`src/rtl/kamikaze_mem_writeback.sv`:
```
// Memory/writeback stage: owns the integer register file, runs word
// loads/stores on the data bus and provides two bypassed read ports.
module kamikaze_mem_writeback #(
   parameter int BUS_TIMEOUT = 16,
   parameter int TMO_W       = 5
) (
   input  logic        clk_i,
   input  logic        rst_i,
   input  logic        ex_valid_i,
   output logic        ex_ready_o,
   input  logic [31:0] ex_result_i,
   input  logic [4:0]  ex_rd_i,
   input  logic        ex_rd_we_i,
   input  logic [1:0]  ex_mem_op_i,
   input  logic [31:0] ex_store_data_i,
   output logic        dbus_req_o,
   output logic        dbus_we_o,
   output logic [31:0] dbus_addr_o,
   output logic [31:0] dbus_wdata_o,
   input  logic        dbus_ack_i,
   input  logic [31:0] dbus_rdata_i,
   input  logic [4:0]  rs1_addr_i,
   output logic [31:0] rs1_data_o,
   input  logic [4:0]  rs2_addr_i,
   output logic [31:0] rs2_data_o,
   output logic        wb_valid_o,
   output logic [4:0]  wb_rd_o,
   output logic [31:0] wb_data_o,
   output logic        misalign_o,
   output logic        bus_err_o
);

   localparam logic [0:0] S_IDLE = 1'b0;
   localparam logic [0:0] S_WAIT = 1'b1;

   logic [0:0]        state_q, state_d;
   logic              req_q, req_d;
   logic              we_q, we_d;
   logic [31:0]       addr_q, addr_d;
   logic [31:0]       wdata_q, wdata_d;
   logic [4:0]        rd_q, rd_d;
   logic              rdwe_q, rdwe_d;
   logic [TMO_W-1:0]  tmo_q, tmo_d;
   logic [31:0][31:0] rf_q;
   logic              wb_valid_q, misalign_q, bus_err_q;
   logic [4:0]        wb_rd_q;
   logic [31:0]       wb_data_q;

   logic              wr_en;
   logic [4:0]        wr_rd;
   logic [31:0]       wr_data;
   logic              mis_d;
   logic              abort;
   logic              is_mem;

   assign is_mem = (ex_mem_op_i == 2'b01) || (ex_mem_op_i == 2'b10);

   always_comb begin
      state_d = state_q;
      req_d   = req_q;
      we_d    = we_q;
      addr_d  = addr_q;
      wdata_d = wdata_q;
      rd_d    = rd_q;
      rdwe_d  = rdwe_q;
      tmo_d   = tmo_q;
      wr_en   = 1'b0;
      wr_rd   = ex_rd_i;
      wr_data = ex_result_i;
      mis_d   = 1'b0;
      abort   = 1'b0;
      unique case (state_q)
         S_IDLE: begin
            if (ex_valid_i) begin
               if (is_mem) begin
                  if (ex_result_i[1:0] != 2'b00) begin
                     mis_d = 1'b1;
                  end else begin
                     state_d = S_WAIT;
                     req_d   = 1'b1;
                     we_d    = ex_mem_op_i[1];
                     addr_d  = ex_result_i;
                     wdata_d = ex_store_data_i;
                     rd_d    = ex_rd_i;
                     rdwe_d  = ex_rd_we_i;
                     tmo_d   = '0;
                  end
               end else if (ex_rd_we_i && ex_rd_i != 5'd0) begin
                  wr_en = 1'b1;
               end
            end
         end
         S_WAIT: begin
            if (dbus_ack_i) begin
               state_d = S_IDLE;
               req_d   = 1'b0;
               tmo_d   = '0;
               if (!we_q && rdwe_q && rd_q != 5'd0) begin
                  wr_en   = 1'b1;
                  wr_rd   = rd_q;
                  wr_data = dbus_rdata_i;
               end
            end else if (tmo_q == TMO_W'(BUS_TIMEOUT - 1)) begin
               // Final allowed request cycle expired without an ack
               abort   = 1'b1;
               state_d = S_IDLE;
               req_d   = 1'b0;
               tmo_d   = '0;
            end else begin
               tmo_d = tmo_q + 1'b1;
            end
         end
         default: state_d = S_IDLE;
      endcase
   end

   always_ff @(posedge clk_i or negedge rst_i) begin
      if (!rst_i) begin
         state_q    <= S_IDLE;
         req_q      <= 1'b0;
         we_q       <= 1'b0;
         addr_q     <= '0;
         wdata_q    <= '0;
         rd_q       <= '0;
         rdwe_q     <= 1'b0;
         tmo_q      <= '0;
         rf_q       <= '0;
         wb_valid_q <= 1'b0;
         wb_rd_q    <= '0;
         wb_data_q  <= '0;
         misalign_q <= 1'b0;
         bus_err_q  <= 1'b0;
      end else begin
         state_q    <= state_d;
         req_q      <= req_d;
         we_q       <= we_d;
         addr_q     <= addr_d;
         wdata_q    <= wdata_d;
         rd_q       <= rd_d;
         rdwe_q     <= rdwe_d;
         tmo_q      <= tmo_d;
         wb_valid_q <= wr_en;
         misalign_q <= mis_d;
         bus_err_q  <= abort;
         if (wr_en) begin
            rf_q[wr_rd] <= wr_data;
            wb_rd_q     <= wr_rd;
            wb_data_q   <= wr_data;
         end
      end
   end

   always_comb begin
      rs1_data_o = rf_q[rs1_addr_i];
      rs2_data_o = rf_q[rs2_addr_i];
      if (wr_en && wr_rd == rs1_addr_i) rs1_data_o = wr_data;
      if (wr_en && wr_rd == rs2_addr_i) rs2_data_o = wr_data;
      if (rs1_addr_i == 5'd0) rs1_data_o = '0;
      if (rs2_addr_i == 5'd0) rs2_data_o = '0;
   end

   assign ex_ready_o   = (state_q == S_IDLE);
   assign dbus_req_o   = req_q;
   assign dbus_we_o    = we_q;
   assign dbus_addr_o  = addr_q;
   assign dbus_wdata_o = wdata_q;
   assign wb_valid_o   = wb_valid_q;
   assign wb_rd_o      = wb_rd_q;
   assign wb_data_o    = wb_data_q;
   assign misalign_o   = misalign_q;
   assign bus_err_o    = bus_err_q;

endmodule

```
`config.mk`:
```
export PLATFORM = sky130hd
export DESIGN_NAME = kamikaze_mem_writeback
export DESIGN_NICKNAME = d
export VERILOG_FILES = /design/src/rtl/kamikaze_mem_writeback.sv
export SDC_FILE = /design/constraint.sdc
export NUM_CORES = 2
export LEC_CHECK = 0
export CAP_MARGIN = 20
export CELL_PAD_IN_SITES_DETAIL_PLACEMENT = 1
export CELL_PAD_IN_SITES_GLOBAL_PLACEMENT = 1
export CORE_MARGIN = 1
export CORE_UTILIZATION = 40
export DETAILED_ROUTE_END_ITERATION = 7
export PLACE_DENSITY_LB_ADDON = 0.1
export SKIP_LAST_GASP = 1
export SLEW_MARGIN = 10
export SYNTH_ARGS = -nofsm -noshare
export SYNTH_HDL_FRONTEND = slang
export SYNTH_SLANG_ARGS = --single-unit
export TNS_END_PERCENT = 5
```
`constraint.sdc`:
```
create_clock -name clk_i -period 3.7 [get_ports clk_i]
set_input_delay 0.925 -clock clk_i [delete_from_list [all_inputs] [get_ports clk_i]]
set_output_delay 0.925 -clock clk_i [all_outputs]
set_load 0.01 [all_outputs]
```
# After elaboration in Yosys (flattened, before gate mapping)
# Index checks and enable logic that the tools add are counted.
[totals] input_bits=118 reg_bits=1142 n_memories=0 latch_bits=0 romBits=0 ramBits=0 wordCells=125
[classes] n_reduce_logical=16 muxes=48 add_sub_neg=1 n_lt_le_gt_ge=4 bitwise=2 n_div=0 multipliers=0 n_eq_ne=9 n_shift=0
[ops] cell="$bwmux W1024" count=1
[ops] cell="$bmux W32 S5" count=2
[ops] cell="$mux W32" count=10
[ops] cell="$demux W32 S5" count=1
[ops] cell="$mux W5" count=8
[ops] cell="$mux W1" count=22
[ops] cell="$lt A5 B6 Y1 const B" count=3
[ops] cell="$eq A5 B5 Y1" count=2
[ops] cell="$logic_not A5 Y1" count=2
[ops] cell="$pmux W5 S2" count=1
[ops] cell="$reduce_bool A5 Y1" count=2
[ops] cell="$reduce_and A4 Y1" count=2
[ops] cell="$logic_and A1 B1 Y1" count=6
[ops] cell="$pmux W1 S2" count=3
[ops] cell="$add A5 B1 Y5 const B" count=1
[ops] cell="$eq A5 B4 Y1 const B" count=1
[ops] cell="$ge A5 B1 Y1 const B" count=1
[ops] cell="$ne A2 B2 Y1 const B" count=2
[ops] cell="$ne A3 B2 Y1 const B" count=1
[ops] cell="$reduce_and A3 Y1" count=1
[ops] cell="$eq A2 B1 Y1 const B" count=1
[ops] cell="$eq A2 B2 Y1 const B" count=1
[ops] cell="$ne A2 B1 Y1 const B" count=1
[ops] cell="$not A1 Y1" count=2
[ops] cell="other kinds (3)" count=3

# Depth between registers and ports, before layout
[logic_depth] ltp_word=11 mapped_depth=12 depth_no_buf=7

# Worst setup path before layout
# No wires, ideal clock.
[synth_path] path_type="input to output" from="input port ex_rd_i[3]" to="output port rs1_data_o[21]" slack_ns=-0.181 arrival_ns=2.956 path_stages=9 n_path_buf=3 cell_sequence="clkbuf_1 > or3_1 > o311ai_1 > nand2_1 > nor4b_1 > and4_1 > buf_4 > buf_6 > o41ai_1"
[synth_via] elab_chain_cells=9
[synth_lines] element="start: declaration" line="12" source="input logic [4:0] ex_rd_i,"
[synth_lines] element="$reduce_bool A5 Y1" line="88" source="end else if (ex_rd_we_i && ex_rd_i != 5'd0) begin"
[synth_lines] element="$logic_and A1 B1 Y1" line="88"
[synth_lines] element="$mux W1" line="88"
[synth_lines] element="$mux W1" line="75" source="if (is_mem) begin"
[synth_lines] element="$mux W1" line="74" source="if (ex_valid_i) begin"
[synth_lines] element="$pmux W1 S2" line="72" source="unique case (state_q)"
[synth_lines] element="$logic_and A1 B1 Y1 (*)" line="156" source="if (wr_en && wr_rd == rs1_addr_i) rs1_data_o = wr_data;"
[synth_lines] element="$mux W32 (*)" line="156"
[synth_lines] element="$mux W32 (*)" line="158" source="if (rs1_addr_i == 5'd0) rs1_data_o = '0;"
[synth_lines] element="end: declaration" line="23" source="output logic [31:0] rs1_data_o,"
# Every way passes the cells marked *; elsewhere a longest branch is shown, timed or not.

# Final worst setup path
[layout_path] from="input port dbus_ack_i" to="output port rs1_data_o[12]"
[layout_via] elab_chain_cells=6
[layout_lines] element="start: declaration" line="20" source="input logic dbus_ack_i,"
[layout_lines] element="$mux W5" line="94" source="if (dbus_ack_i) begin"
[layout_lines] element="$mux W5" line="72"
[layout_lines] element="$eq A5 B5 Y1" line="156"
[layout_lines] element="$logic_and A1 B1 Y1" line="156"
[layout_lines] element="$mux W32 (*)" line="156"
[layout_lines] element="$mux W32 (*)" line="158"
# Marked as above.

==> run_results.csv <==
group,metric,value,unit
status,status,"finished with violations",
status,violations,"DRC, setup timing",
critical_path,arrival,3.39,ns
place,dpl.cell_count,7745,
critical_path,critPathKind,"primary input to output port",
clocking,clk-insertion-delay-late,0.77,ns
yosys,ys_seq_elements,1142,
die,dieHeight,382.7,um
layout,syn_to_final_growth,27.91,%
global_route,overflow,0,
layout,post-route-util,51.63,%
sta,finalCritPeriodShare,116.7,%
sta,max-slew-margin-rel,41.06,%
place,numPortBuffers,288,
sta,worst_slack,-0.6166,ns
yosys,ys_seq_area_share,49.28,%
global_route,grt_pass1_vias,51530,
layout,final_area,74170,sq um
routing,routed_wl,247.6,mm
sta,fmax,231.7,MHz
clocking,path_clk_slew,0.06,ns
routing,drtAntennaViolNets,0,
die,placementRows,139,
layout,layout_commonest_cell,"dfrtp_1",
yosys,ys_async_sr_fraction,100.0,%
yosys,ys_types,63,
yosys,synth_area,57990,sq um
routing,first_pass_iters,8,
clocking,tritoncts,"yes",
critical_path,end_kind,"output port",
die,die_w,382.7,um
layout,fill_cells,15180,
critical_path,cp.required,2.77,ns
layout,final_cell_mix,"dfrtp_1 (1138), nand2_1 (621), nor2_1 (549), a21oi_1 (522), o21ai_0 (497)",
critical_path,critical_path.top_delay_family,"simple AND/OR/NAND/NOR gates",
sta,worst_pin_slew,0.8774,ns
die,core_area,143700,sq um
routing,via_count,48860,
hold_path,hold_class,"primary input to async pin",
clocking,cts_sinks,1142,
yosys,synth_flop_cell,"dfrtp_1",
sta,slew_viol_final,0,
die,design.die.area,146500,sq um
routing,drt_iter0_markers,3827,
critical_path,crit_buf_inv,5,
yosys,synth_edf_count,0,
routing,drc,31,
power,p_leak,32.72,nW
critical_path,critical-path-max-stage-delay,0.36,ns
yosys,synth_fp_nets,5638,
critical_path,cp_num_cells,12,
die,start_util,40.37,%
sta,rsz0062_at_grt,"yes",
critical_path,worst-r2r-cell-count,10,
die,num_io_pins,289,
power,peakVddDrop,0.3159,mV
global_route,antenna_found_initial,5,
clocking,cts_buffers,135,
layout,nets,6128,
power,p_per_area,517.8,nW/um^2
critical_path,crit_chain,"dlygate4sd2_1, and4b_1, buf_6, nand2_2, a32o_1, nor4b_2, and4_4, buf_12, clkbuf_16, nor2_4, a211oi_2, buf_2",
sta,setup_viol,64,
yosys,ys_warn_count,0,
sta,skew,0.02838,ns
clocking,clock_path_buffers,3,
sta,hold_viol_final,0,
critical_path,start_kind,"primary input",
global_route,grt_usage,33.93,%
place,place_area,68940,sq um
clocking,cts_hold_buf,0,
place,gp_routability_congestion,0.8860,
place,hpwl,167.9,mm
global_route,grt_pass1_wl,362.1,mm
routing,viasPerCell,6.097,
yosys,syn_area_per_cell,10.51,sq um
yosys,synthCells,5519,
layout,drive_above_1_share,24.14,%
flow_run,max-cap-violations,0,
critical_path,worst-path-max-fanout,7,
layout,stdcell_count,8014,
clocking,htree_levels,4,
critical_path,cp_slowest_cell,"and4_4",
clocking,cts_root_buffer,"clkbuf_16",
sta,period_minus_slack,4.317,ns
global_route,grt_max_degree,106,
layout,antennaDiodeCount,0,
routing,wl_per_cell,30.90,um
final cells by class:
class	count	area [sq um]	share of cell area (%)
multi-input cells	3783	28010	37.76
well taps	1903	2381	3.210
clock buffers	199	4096	5.523
inverters	12	45.04	0.06073
clock inverters	40	619.3	0.8350
repair buffers	935	10440	14.08
flip-flops and latches	1142	28580	38.53
through the flow:
stage / setup WS (ns) / TNS [ns] / total power [W] / hold WS (ns)
finish: -0.6166 / -34.23 / 0.03841 / 0.1096
global route: -0.7080 / -41.89 / 0.03994 / 0.1097
CTS: -0.6499 / -38.54 / 0.03859 / 0.08795
detailed placement: -1.318 / -107.73 / 0.02417 / 0.3894
global placement: -1.298 / -92.57 / 0.02384 / 0.3838
floorplan: -0.04059 / -1.552 / 0.02006 / 0.4206
power breakdown:
part	internal, W	total (W)	switching (W)
logic	0.00400	0.00811	0.00410
registers	0.0145	0.0160	0.00154
clock network	0.00865	0.0143	0.00566
total	0.0271	0.0384	0.0113
cells in the mapped netlist (4+ instances only):
| master | number | share of area (%) |
|---|---|---|
| a211oi_1 | 32 | 0.41 |
| a211oi_2 | 27 | 0.58 |
| a21oi_1 | 525 | 4.5 |
| a22oi_1 | 315 | 4.1 |
| a311oi_1 | 4 | 0.060 |
| a31oi_1 | 5 | 0.054 |
| and2_1 | 8 | 0.086 |
| and3_1 | 6 | 0.065 |
| buf_1 | 63 | 0.41 |
| buf_2 | 122 | 1.1 |
| buf_4 | 17 | 0.22 |
| buf_6 | 5 | 0.097 |
| clkbuf_1 | 374 | 2.4 |
| dfrtp_1 | 1142 | 49 |
| inv_1 | 12 | 0.078 |
| mux2_2 | 76 | 1.5 |
| mux2i_1 | 464 | 8.0 |
| mux4_2 | 296 | 11 |
| nand2_1 | 628 | 4.1 |
| nand2b_1 | 12 | 0.13 |
| nand3_1 | 100 | 0.86 |
| nand4_1 | 56 | 0.60 |
| nor2_1 | 568 | 3.7 |
| nor2b_1 | 11 | 0.12 |
| nor3_1 | 8 | 0.069 |
| nor3_4 | 5 | 0.14 |
| nor3b_1 | 4 | 0.052 |
| o21ai_0 | 500 | 4.3 |
| o21ai_1 | 64 | 0.55 |
| o22ai_1 | 13 | 0.14 |
| o41ai_1 | 4 | 0.060 |
| or3_1 | 6 | 0.065 |
| xor2_1 | 4 | 0.060 |
timing repair:
| action | in CTS | in global routing |
|---|---|---|
| setup endpoints to repair | 64 | 64 |
| pin swaps | 16 | 32 |
| setup buffers | 18 | 6 |
| gates cloned | 5 | 2 |
| gates resized for setup | 221 | 94 |
sequential cells by signal, summed over array words and instances (netlist names):
signal        cells
rd_q              5
rdwe_q            1
dbus_we_o         1
tmo_q             5
dbus_wdata_o     32
bus_err_o         1
wb_rd_o           5
rf_q           1024
state_q           1
misalign_o        1
wb_valid_o        1
dbus_req_o        1
wb_data_o        32
dbus_addr_o      32
logic make-up after synthesis:
group                    synth area share [%]
flip-flops                              49.28
AND/OR/NAND/NOR                         10.20
XOR/XNOR                               0.1057
multiplexers                            20.98
adder cells (fa/ha/maj)               0.02157
buffers and inverters                   4.285
AO/OA/AOI/OAI                           15.13
layer usage:
layer | share of wire (%) | GRT usage, % | up-vias
met5 | 0.017 | 0 | -
met3 | 7.0 | 7.222 | 476
li1 | - | - | 20920
met4 | 4.0 | 12.67 | 6
met1 | 43 | 45.72 | 25760
met2 | 46 | 53.77 | 1703
worst reg2reg max path: stages, from the launching register on:
cell and delay [ns]:
dfrtp_2 0.49, nor3_4 0.30, a21o_4 0.23, buf_4 0.12
buf_4 0.42, nand3_1 0.19, o22a_1 0.30, or3_4 0.47
buf_12 0.22, nand2_1 0.13, o21ai_0 0.09
path summary, 6_finish.rpt:
path | slack [ns] | start | end
worst max-delay path | -0.62 | dbus_ack_i | rs1_data_o[12]
worst min-delay path | 0.11 | rst_i | rf_q[516]
worst max register to register | 0.61 | rd_q[3] | rf_q[913]
worst min register to register | 0.40 | rf_q[15] | rf_q[15]
max in group asynchronous | 2.43 | rst_i | rf_q[958]
min in group clk_i | 0.40 | rf_q[15] | rf_q[15]
Note: power is estimated with default switching activity, not from simulation.
